## config.mk

```make
export PLATFORM = sky130hd
export DESIGN_NAME = sample_playback
export DESIGN_NICKNAME = d
export VERILOG_FILES = /design/src/rtl/sample_playback.sv
export SDC_FILE = /design/constraint.sdc
export NUM_CORES = 1
export LEC_CHECK = 0
export ABC_AREA = 0
export BUFFER_PORTS_ARGS = -buffer_cell sky130_fd_sc_hd__clkbuf_2
export CAP_MARGIN = 20
export CORE_UTILIZATION = 53
export DETAILED_ROUTE_END_ITERATION = 10
export HOLD_SLACK_MARGIN = 0.1
export PLACE_DENSITY = 0.95
export SLEW_MARGIN = 15
export SYNTH_ARGS = -nofsm -noshare
export SYNTH_HDL_FRONTEND = slang
export SYNTH_SLANG_ARGS = --single-unit
```

## constraint.sdc

```tcl
create_clock -name CLOCK_50 -period 3.8 [get_ports CLOCK_50]
set_input_delay 0.76 -clock CLOCK_50 [delete_from_list [all_inputs] [get_ports CLOCK_50]]
set_output_delay 0.76 -clock CLOCK_50 [all_outputs]
set_load 0.05 [all_outputs]
```

## src/rtl/sample_playback.sv

```systemverilog
// Purpose : plays a sample clip from ROM into an audio-out controller at a fixed
//           sample rate. Each sample is fetched, scaled and written once.
// Latency : a fetch takes ROM_LAT cycles. The first write strobe comes RATE_DIV
//           cycles after start is accepted, and later strobes follow every RATE_DIV cycles.
// Backpr. : while audio_out_allowed=0 the WRITE state stalls with no time limit. Any
//           rate tick that lands in FETCH or WRITE sets the sticky underrun flag.
//
// Ports:
//   CLOCK_50                 system clock
//   reset                    synchronous active-high reset (priority over start/stop)
//   start / stop             playback begin pulse / abort pulse (stop wins over start)
//   rom_address, rom_q       external sample ROM (rom_q valid ROM_LAT cycles after address)
//   audio_out_allowed        audio controller has FIFO space
//   write_audio_out          one-cycle write strobe (combinational, qualified by allowed)
//   left/right_channel_...   sample zero-extended to 32 bits, << SHIFT, truncated
//   playing, done, underrun  busy / end-of-clip pulse (with final strobe) / sticky flag
//
// Build option: define SAMPLE_PLAYBACK_LOOP_EN to make the clip loop continuously
// instead of stopping after the write at LAST_ADDR.

module sample_playback #(
    parameter int ADDR_W    = 16,
    parameter int SAMPLE_W  = 19,
    parameter int LAST_ADDR = 50160,
    parameter int RATE_DIV  = 10000,
    parameter int SHIFT     = 14,
    parameter int ROM_LAT   = 2
) (
    input  logic                CLOCK_50,
    input  logic                reset,
    input  logic                start,
    input  logic                stop,
    output logic [ADDR_W-1:0]   rom_address,
    input  logic [SAMPLE_W-1:0] rom_q,
    input  logic                audio_out_allowed,
    output logic                write_audio_out,
    output logic [31:0]         left_channel_audio_out,
    output logic [31:0]         right_channel_audio_out,
    output logic                playing,
    output logic                done,
    output logic                underrun
);

    // ------------------------------------------------------------------
    // Constants
    // ------------------------------------------------------------------
    localparam logic [1:0] S_IDLE      = 2'd0;
    localparam logic [1:0] S_FETCH     = 2'd1;
    localparam logic [1:0] S_WAIT_TICK = 2'd2;
    localparam logic [1:0] S_WRITE     = 2'd3;

    localparam int                CNT_W      = (RATE_DIV > 1) ? $clog2(RATE_DIV) : 1;
    localparam logic [CNT_W-1:0]  CNT_MAX    = CNT_W'(RATE_DIV - 1);
    localparam logic [1:0]        FETCH_LAST = 2'(ROM_LAT - 1);
    localparam logic [ADDR_W-1:0] ADDR_LAST  = ADDR_W'(LAST_ADDR);

    // ------------------------------------------------------------------
    // State
    // ------------------------------------------------------------------
    logic [1:0]        state_q,     state_d;
    logic [ADDR_W-1:0] addr_q,      addr_d;
    logic [CNT_W-1:0]  rate_cnt_q,  rate_cnt_d;
    logic [1:0]        fetch_cnt_q, fetch_cnt_d;
    logic [31:0]       chan_q,      chan_d;
    logic              playing_q,   playing_d;
    logic              underrun_q,  underrun_d;

    // ------------------------------------------------------------------
    // Strobes derived from current state
    // ------------------------------------------------------------------
    logic tick;
    logic wr_fire;
    logic clip_end;
    logic [31:0] sample_scaled;

    // The rate counter only runs while playing. The wrap cycle is the tick.
    assign tick = playing_q && (rate_cnt_q == CNT_MAX);

    // The write strobe is combinational so that it matches audio_out_allowed in the
    // same cycle. Stop and reset suppress it because they abort the pending write at this edge.
    assign wr_fire  = (state_q == S_WRITE) && audio_out_allowed && !stop && !reset;
    assign clip_end = wr_fire && (addr_q == ADDR_LAST);

    // Zero-extend to 32 bits first, then shift. Bits shifted past bit 31 are dropped.
    assign sample_scaled = 32'(rom_q) << SHIFT;

    // ------------------------------------------------------------------
    // Next-state logic
    // ------------------------------------------------------------------
    always_comb begin
        state_d     = state_q;
        addr_d      = addr_q;
        fetch_cnt_d = fetch_cnt_q;
        chan_d      = chan_q;
        playing_d   = playing_q;
        underrun_d  = underrun_q;
        rate_cnt_d  = rate_cnt_q;

        // The sample period runs freely while playing. It is independent of the
        // FSM, so a stalled write cannot shift later ticks.
        if (playing_q) begin
            if (tick) begin
                rate_cnt_d = '0;
            end else begin
                rate_cnt_d = rate_cnt_q + CNT_W'(1);
            end
        end

        // A period boundary before the previous sample has been fetched and
        // written means a sample slot was missed.
        if (tick && ((state_q == S_FETCH) || (state_q == S_WRITE))) begin
            underrun_d = 1'b1;
        end

        case (state_q)
            S_IDLE: begin
                if (start) begin
                    addr_d      = '0;
                    rate_cnt_d  = '0;
                    fetch_cnt_d = '0;
                    playing_d   = 1'b1;
                    underrun_d  = 1'b0;
                    state_d     = S_FETCH;
                end
            end

            S_FETCH: begin
                // The ROM needs ROM_LAT cycles after an address change. The data is
                // captured on the edge that ends the last of those cycles.
                if (fetch_cnt_q == FETCH_LAST) begin
                    chan_d  = sample_scaled;
                    state_d = S_WAIT_TICK;
                end else begin
                    fetch_cnt_d = fetch_cnt_q + 2'd1;
                end
            end

            S_WAIT_TICK: begin
                if (tick) begin
                    state_d = S_WRITE;
                end
            end

            S_WRITE: begin
                if (wr_fire) begin
                    if (addr_q != ADDR_LAST) begin
                        addr_d      = addr_q + ADDR_W'(1);
                        fetch_cnt_d = '0;
                        state_d     = S_FETCH;
                    end else begin
`ifdef SAMPLE_PLAYBACK_LOOP_EN
                        // Wrap around and keep playing. The rate counter keeps running,
                        // so the loop seam uses the same sample period.
                        addr_d      = '0;
                        fetch_cnt_d = '0;
                        state_d     = S_FETCH;
`else
                        addr_d      = '0;
                        rate_cnt_d  = '0;
                        playing_d   = 1'b0;
                        state_d     = S_IDLE;
`endif
                    end
                end
            end

            default: begin
                state_d = S_IDLE;
            end
        endcase

        // Abort overrides everything above, including a start or a pending write
        // in this cycle. The channel outputs and underrun keep their values.
        if (stop) begin
            state_d     = S_IDLE;
            addr_d      = '0;
            rate_cnt_d  = '0;
            fetch_cnt_d = '0;
            playing_d   = 1'b0;
        end
    end

    // ------------------------------------------------------------------
    // Registers
    // ------------------------------------------------------------------
    always_ff @(posedge CLOCK_50) begin
        if (reset) begin
            state_q     <= S_IDLE;
            addr_q      <= '0;
            rate_cnt_q  <= '0;
            fetch_cnt_q <= '0;
            chan_q      <= '0;
            playing_q   <= 1'b0;
            underrun_q  <= 1'b0;
        end else begin
            state_q     <= state_d;
            addr_q      <= addr_d;
            rate_cnt_q  <= rate_cnt_d;
            fetch_cnt_q <= fetch_cnt_d;
            chan_q      <= chan_d;
            playing_q   <= playing_d;
            underrun_q  <= underrun_d;
        end
    end

    // ------------------------------------------------------------------
    // Outputs
    // ------------------------------------------------------------------
    assign rom_address             = addr_q;
    assign write_audio_out         = wr_fire;
    assign done                    = clip_end;
    assign left_channel_audio_out  = chan_q;
    assign right_channel_audio_out = chan_q;
    assign playing                 = playing_q;
    assign underrun                = underrun_q;

endmodule

```

==> metrics, run 1 <==
status=complete, no violations; ys async rst share=0%; remaining antenna violation count after routing=0; final wirelength=around 6000 um; Die X-Extent=about 76 um; Flop pwr share=roughly 53%; largest net degree at the start of global routing=23; initial antenna violation count=0; layout cells sized above 1=a little under a quarter; critical-path cell list=or4b_4 > nor4_4 > and2_2 > nand2_1 > nor3_1 > clkbuf_2; Sw Ratio=27.22%; H-tree depth=2; yosys warns=0; die area=approximately 5800 sq um; CP max stage delay=0.55 ns; fin. max-slew vios=0; sequential fraction of the synthesis area=36.97%; power per cell area=approximately 340 nW/um^2; CP delay by family, top=simple AND/OR/NAND/NOR gates; Starting Density=56.18%; synthesized area=2924 sq um; Final Hold Viols=0; FF+latch count, synth=54; hold path startpoint=left_channel_audio_out[16]$_SDFFE_PP0P_; Fillers=454; Logic pwr share=between 10% and 20%; most used standard cell by instance count after synthesis=nand2_1; FF-to-FF Start=state_q[0]$_SDFFE_PP0P_; Post-CTS Resized=0; TritonCTS clock tree=built; Int Pwr=between 0.0007 and 0.0008 W; Sink Count=between 50 and 60; wire per inst=12.40 um; crit path kind=reg2out; Switch Pwr=around 0.0003 W; max-cap viol count=0; Worst Setup Start Kind=register; Finished Core Util=61.59%; vias in the first global route=2338; Critical-path top delay cell=or4b_4; Post-route DRC=0; Vias/cell=5.162; peak supply drop=between 0.2 and 0.3 mV; Final TNS setup=0 ns; library cells used by synthesis=48; Finished Cell Area=approximately 3200 sq um; unrepaired setup endpoints after global routing=false; Worst Path Required=3.04 ns; CP bufs+invs=1; Power Total=around 0.0011 W; Clock power frac=35.1%; min Tclk post-route=3.128 ns; GR Overflow Total=0; Placeable Area=5205 sq um; area leader, netlist=dfxtp_1; share of Yosys cell area claimed by the top area cell type=36.97%; hold crit path type=reg2reg; total CTS buffers=5; Rows=26; Placer Congestion=0.9589; DPL Wire Length=4423 um; ys flop type=dfxtp_1; Placed Instances=between 400 and 500; synthesized area per cell=8.191 sq um; max_slew headroom=between 50% and 60%; Layout Area Growth over Synthesis=9.628%; Die H=76.28 um; Vias=2488; io pins=108; Hold-fix buffers, CTS=0; Buffers on Ports=78; Post CTS Setup Buffer Count=0; most instantiated cells after synthesis=nand2_1 (57), dfxtp_1 (54), buf_4 (46); crit path max fanout=9; starting DRC count in detailed routing=134; crit path DAT=2.37 ns; Clock transition at path regs=0.09 ns; Post-synth EDFFs=0; Fmax=0.3197 GHz; Final setup violation count=0; global-route wire length before repair=10070 um; leakage=1.306 nW; Post-Syn Instances=357; fin nets=445; dpl cell area=3098 sq um; Global Route Usage Sum=21.13%; post-route insts no fill=between 400 and 500; final worst-path cycle share=between 80% and 90%; CP Capture Type=output pin; First-pass DRT Iterations=4; worst-case clock buffer depth=2; Clock Skew=~0.0088 ns; worst-margin pin slew=0.6292 ns; top cells by area in the synthesized netlist=dfxtp_1 (37%), buf_4 (12%), nand2_1 (7.3%); # diodes=0; CP Launch Point=rom_address[2]$_SDFFE_PP0P_; Worst-Skew Late Latency=between 0.3 and 0.4 ns; CTS root buf=clkbuf_8
-- worst register-to-register path: cells and delay by family, from the launching register on --
family / cells / cell delay [ns]
compound gates: 1 / 0.29
buf+inv: 1 / 0.14
fa+ha+maj: 1 / 0.23
simple gates: 4 / 1.13
flops: 1 / 0.35
-- power groups by stage --
stage          Sequential, W  Clock (W)  Combinational, W
3_3_place_gp        0.000585          0          0.000127
3_5_place_dp        0.000585          0          0.000129
2_1_floorplan       0.000587          0          0.000132
4_1_cts             0.000572   0.000388          0.000129
5_1_grt             0.000573   0.000413          0.000140
6_report            0.000572   0.000380          0.000130
-- kinds of logic (layout without fill, tap and decap cells) --
| group | count (synthesis) | in the layout | synth area share [%] |
|---|---|---|---|
| AO/OA/AOI/OAI | 46 | 46 | 10.70 |
| XOR/XNOR | 22 | 22 | 6.589 |
| adder cells (fa/ha/maj) | 9 | 9 | 3.851 |
| buffers and inverters | 68 | 96 | 15.40 |
| flip-flops | 54 | 54 | 36.97 |
| multiplexers | 1 | 1 | 0.3423 |
| other | 1 | 28 | 0.1282 |
| AND/OR/NAND/NOR | 156 | 156 | 26.02 |
-- metal layers --
metal	part of all wire, %	vias to the layer above	GRT usage, %	wire, um
li1	-	1242	-	-
met1	42	1128	24.19	2506
met2	50	107	36.76	2997
met3	6.0	11	4.311	360
met4	1.9	0	11.35	113
met5	0	-	0	0
-- flip-flops by register name, indices dropped and copies added, names as in the netlist --
signal / count
left_channel_audio_out: 18
rom_address: 16
state_q: 2
fetch_cnt_q: 2
playing: 1
rate_cnt_q: 14
underrun: 1
-- final timing paths --
path / end / slack [ns] / cells after the start
worst min-delay path: left_channel_audio_out[16]$_SDFFE_PP0P_ / 0.48 / 2
worst max register to register: rom_address[8]$_SDFFE_PP0P_ / 1.58 / 7
worst max-delay path: done / 0.67 / 6
worst min register to register: left_channel_audio_out[16]$_SDFFE_PP0P_ / 0.48 / 2
-- area by class of cell --
type                            instances  area, sq um  share of cell area (%)
Clock buffer                            5        68.82                   2.147
Clock inverter                          2        38.79                   1.210
Inverter                               10        37.54                   1.171
Multi-Input combinational cell        262         1494                   46.60
Sequential cell                        54         1081                   33.72
Tap cell                               70        87.58                   2.732
Timing Repair Buffer                   79        397.9                   12.41
-- layout by cell type (no fill, tap or decap), drive strengths merged, types with 2 or more instances in the layout --
cell type / synthesis / layout
nand3b: 3 / 3
ha: 9 / 9
clkbuf: 6 / 83
a21oi: 27 / 27
and2: 4 / 4
or2: 2 / 2
inv: 10 / 10
dfxtp: 54 / 54
nor4: 3 / 3
xor2: 16 / 16
nor3: 10 / 10
nand2: 57 / 57
a31oi: 3 / 3
xnor2: 6 / 6
nand3: 11 / 11
nand4: 12 / 12
nand4b: 3 / 3
conb: 1 / 28
a22oi: 2 / 2
nor2: 38 / 38
and3: 3 / 3
o211ai: 2 / 2
nand2b: 3 / 3
or3: 2 / 2
-- metrics by stage --
step / setup slack (ns) / hold slack, ns
4_1_cts: 0.6640 / 0.4799
6_report: 0.6717 / 0.4768
3_3_place_gp: 0.9996 / 0.4554
2_1_floorplan: 0.2535 / 0.4482
5_1_grt: 0.5802 / 0.5027
3_5_place_dp: 1.009 / 0.4666
Note: power is estimated with default switching activity, not from simulation.
==> inputs of run 2 (changes only) <==
- CORE_UTILIZATION: 53 -> 50
- PLACE_DENSITY: 0.95 -> 0.91
- clock period: 3.8 -> 3.1 ns (I/O delays scaled with it)
==> run 2 against run 1 <==
  * Power rose by 31%
  * Routed wire length shrank 4.5%
  * Clock skew hardly changed
  * Global-route usage decreased by 1.4 points
  * Clock power up 48%
  * Setup slack got worse by 0.53 ns
  * Via count decreased by 1.2%
  * Worst hold slack got worse by 0.00063 ns
  * Count of clock-buffer cells in the layout is 1 higher
  * Critical endpoint unchanged
==> metrics, run 2 (synthesis gave the netlist of run 1 again) <==
Placed Instances=478 (was 475); Flop pwr share=49.3% (was 52.8%); GR Overflow Total=0 (unchanged); Final Hold Viols=0 (unchanged); Min Hold Slack=0.4762 ns (was 0.4768 ns); crit path kind=reg2out (unchanged); most common cell after layout, fill and taps aside=clkbuf_2 (unchanged); unrepaired setup endpoints after global routing=false (unchanged); max-cap viol count=0 (unchanged); wire per inst=11.75 um (was 12.40 um); CP Capture Type=output pin (unchanged); Post CTS Setup Buffer Count=0 (unchanged); Placeable Area=5574 sq um (was 5205 sq um); Worst Setup Start Kind=register (unchanged); starting DRC count in detailed routing=131 (was 134); Worst Path Required=2.48 ns (was 3.04 ns); Sw Ratio=24.59% (was 27.22%); Vias=2459 (was 2488); layout cells sized above 1=24.40% (was 23.79%); worst-case clock buffer depth=2 (unchanged); post-route insts no fill=486 (was 482); First-pass DRT Iterations=4 (unchanged); crit path DAT=2.34 ns (was 2.37 ns); Logic pwr share=11.3% (was 12.0%); area of the multi-input gates=1499 sq um (was 1494 sq um); # diodes=0 (unchanged); Clock Skew=0.008439 ns (was 0.008792 ns); Fmax=approximately 0.34 GHz; Global Route Usage Sum=19.68% (was 21.13%); total CTS buffers=5 (unchanged); power per cell area=436.6 nW/um^2 (was 337.6 nW/um^2); die area=6158 sq um (was 5818 sq um); final worst-path cycle share=a little over nine tenths; peak supply drop=0.1890 mV (was 0.2508 mV); leakage=1.328 nW (was 1.306 nW); CP max stage delay=0.56 ns (was 0.55 ns); io pins=108 (unchanged); Layout Area Growth over Synthesis=11.34% (was 9.628%); initial antenna violation count=0 (unchanged); Int Pwr=0.001072 W (was 0.0007877 W); largest net degree at the start of global routing=23 (unchanged); Sink Count=54 (unchanged); Post-route DRC=0 (unchanged); max FFs per register=18 (unchanged); DPL Wire Length=4275 um (was 4423 um); Post-CTS Resized=0 (unchanged); Power Total=0.001422 W (was 0.001082 W); fin nets=446 (was 445); fin. max-slew vios=0 (unchanged); Die X-Extent=78.47 um (was 76.28 um); max_slew headroom=55.42% (was 58.05%); Critical-path top delay cell=or4b_4 (unchanged); Hold-fix buffers, CTS=0 (unchanged); CP delay by family, top=simple AND/OR/NAND/NOR gates (unchanged); Rows=27 (was 26); remaining antenna violation count after routing=0 (unchanged); commonest cells after routing, fill and taps aside=clkbuf_2 (78), nand2_1 (57), dfxtp_1 (54) (unchanged); hold path startpoint=left_channel_audio_out[29]$_SDFFE_PP0P_ (was left_channel_audio_out[16]$_SDFFE_PP0P_); critical-path cell list=or4b_4 > nor4_4 > and2_2 > nand2_1 > nor3_2 > clkbuf_2 (was or4b_4 > nor4_4 > and2_2 > nand2_1 > nor3_1 > clkbuf_2); Clock transition at path regs=0.09 ns (about the same); crit path max fanout=9 (unchanged); Fillers=509 (was 454); status=complete, no violations (unchanged); Switch Pwr=0.0003495 W (was 0.0002946 W); Worst-Skew Late Latency=0.31 ns (was 0.32 ns); Die H=78.47 um (was 76.28 um); worst-margin pin slew=0.6687 ns (was 0.6292 ns); Vias/cell=5.060 (was 5.162); Buffers on Ports=78 (unchanged); Placer Congestion=0.9172 (was 0.9589); CP bufs+invs=1 (unchanged); Seq. cell area=1081 sq um (unchanged); Final setup violation count=0 (unchanged); global-route wire length before repair=9680 um (was 10070 um); vias in the first global route=2225 (was 2338); Starting Density=52.46% (was 56.18%); FF-to-FF Start=state_q[1]$_SDFFE_PP0P_ (was state_q[0]$_SDFFE_PP0P_); H-tree depth=2 (unchanged); hold crit path type=reg2reg (unchanged); Final TNS setup=0 ns (unchanged); TritonCTS clock tree=built (unchanged); final wirelength=5711 um (was 5978 um); Clock power frac=39.5% (was 35.1%); r2r setup slk=0.79 ns (was 1.58 ns); CP Launch Point=rom_address[2]$_SDFFE_PP0P_ (unchanged); min Tclk post-route=2.961 ns; CTS root buf=clkbuf_8 (unchanged)
==> run 2: final cells by class <==
class                           count  area share, %
Multi-Input combinational cell    262          46.04
Timing Repair Buffer               80          12.45
Inverter                           10          1.153
Tap cell                           72          2.767
Clock buffer                        6          2.537
Sequential cell                    54          33.21
Clock inverter                      2          1.845
==> run 2: path summary, 6_finish.rpt <==
path                            cells past startpoint                                 endpoint
worst min-delay path                                2  left_channel_audio_out[29]$_SDFFE_PP0P_
worst max-delay path                                6                                     done
worst max register to register                      7              fetch_cnt_q[1]$_SDFFE_PP0P_
worst min register to register                      2  left_channel_audio_out[29]$_SDFFE_PP0P_
==> run 2: metal layers <==
layer	GRT usage, %	vias up	part of all wire [%]
li1	-	1238	-
met1	22.50	1108	43
met2	35.61	102	49
met3	4.186	11	6.4
met4	7.407	0	1.5
met5	0	-	0
==> run 2: power groups by stage <==
stage          sequential, W  combinational [W]  clock, W
2_1_floorplan       0.000720           0.000161         0
3_3_place_gp        0.000717           0.000156         0
3_5_place_dp        0.000717           0.000158         0
4_1_cts             0.000701           0.000159  0.000575
5_1_grt             0.000702           0.000171  0.000610
6_report            0.000701           0.000160  0.000561
==> run 2: through the flow <==
| step | cell area [sq um] | util (%) | worst slack [ns] |
|---|---|---|---|
| after global routing | 3256 | 58.41 | 0.02941 |
| after floorplan | 3030 | - | 0.1187 |
| after detailed placement | 3113 | 55.85 | 0.4795 |
| final | 3256 | 58.41 | 0.1385 |
| after global placement | 3113 | 55.85 | 0.4785 |
| after CTS | 3256 | 58.41 | 0.1299 |
==> run 2: worst register-to-register path: cells and delay by family (launching register included) <==
| kind | cells | cell delay (ns) |
|---|---|---|
| DFF | 1 | 0.44 |
| and+or+nand+nor | 2 | 0.54 |
| buffers and inverters | 1 | 0.10 |
| AOI/OAI and AO/OA | 3 | 0.88 |
| adders and majority gates | 1 | 0.27 |
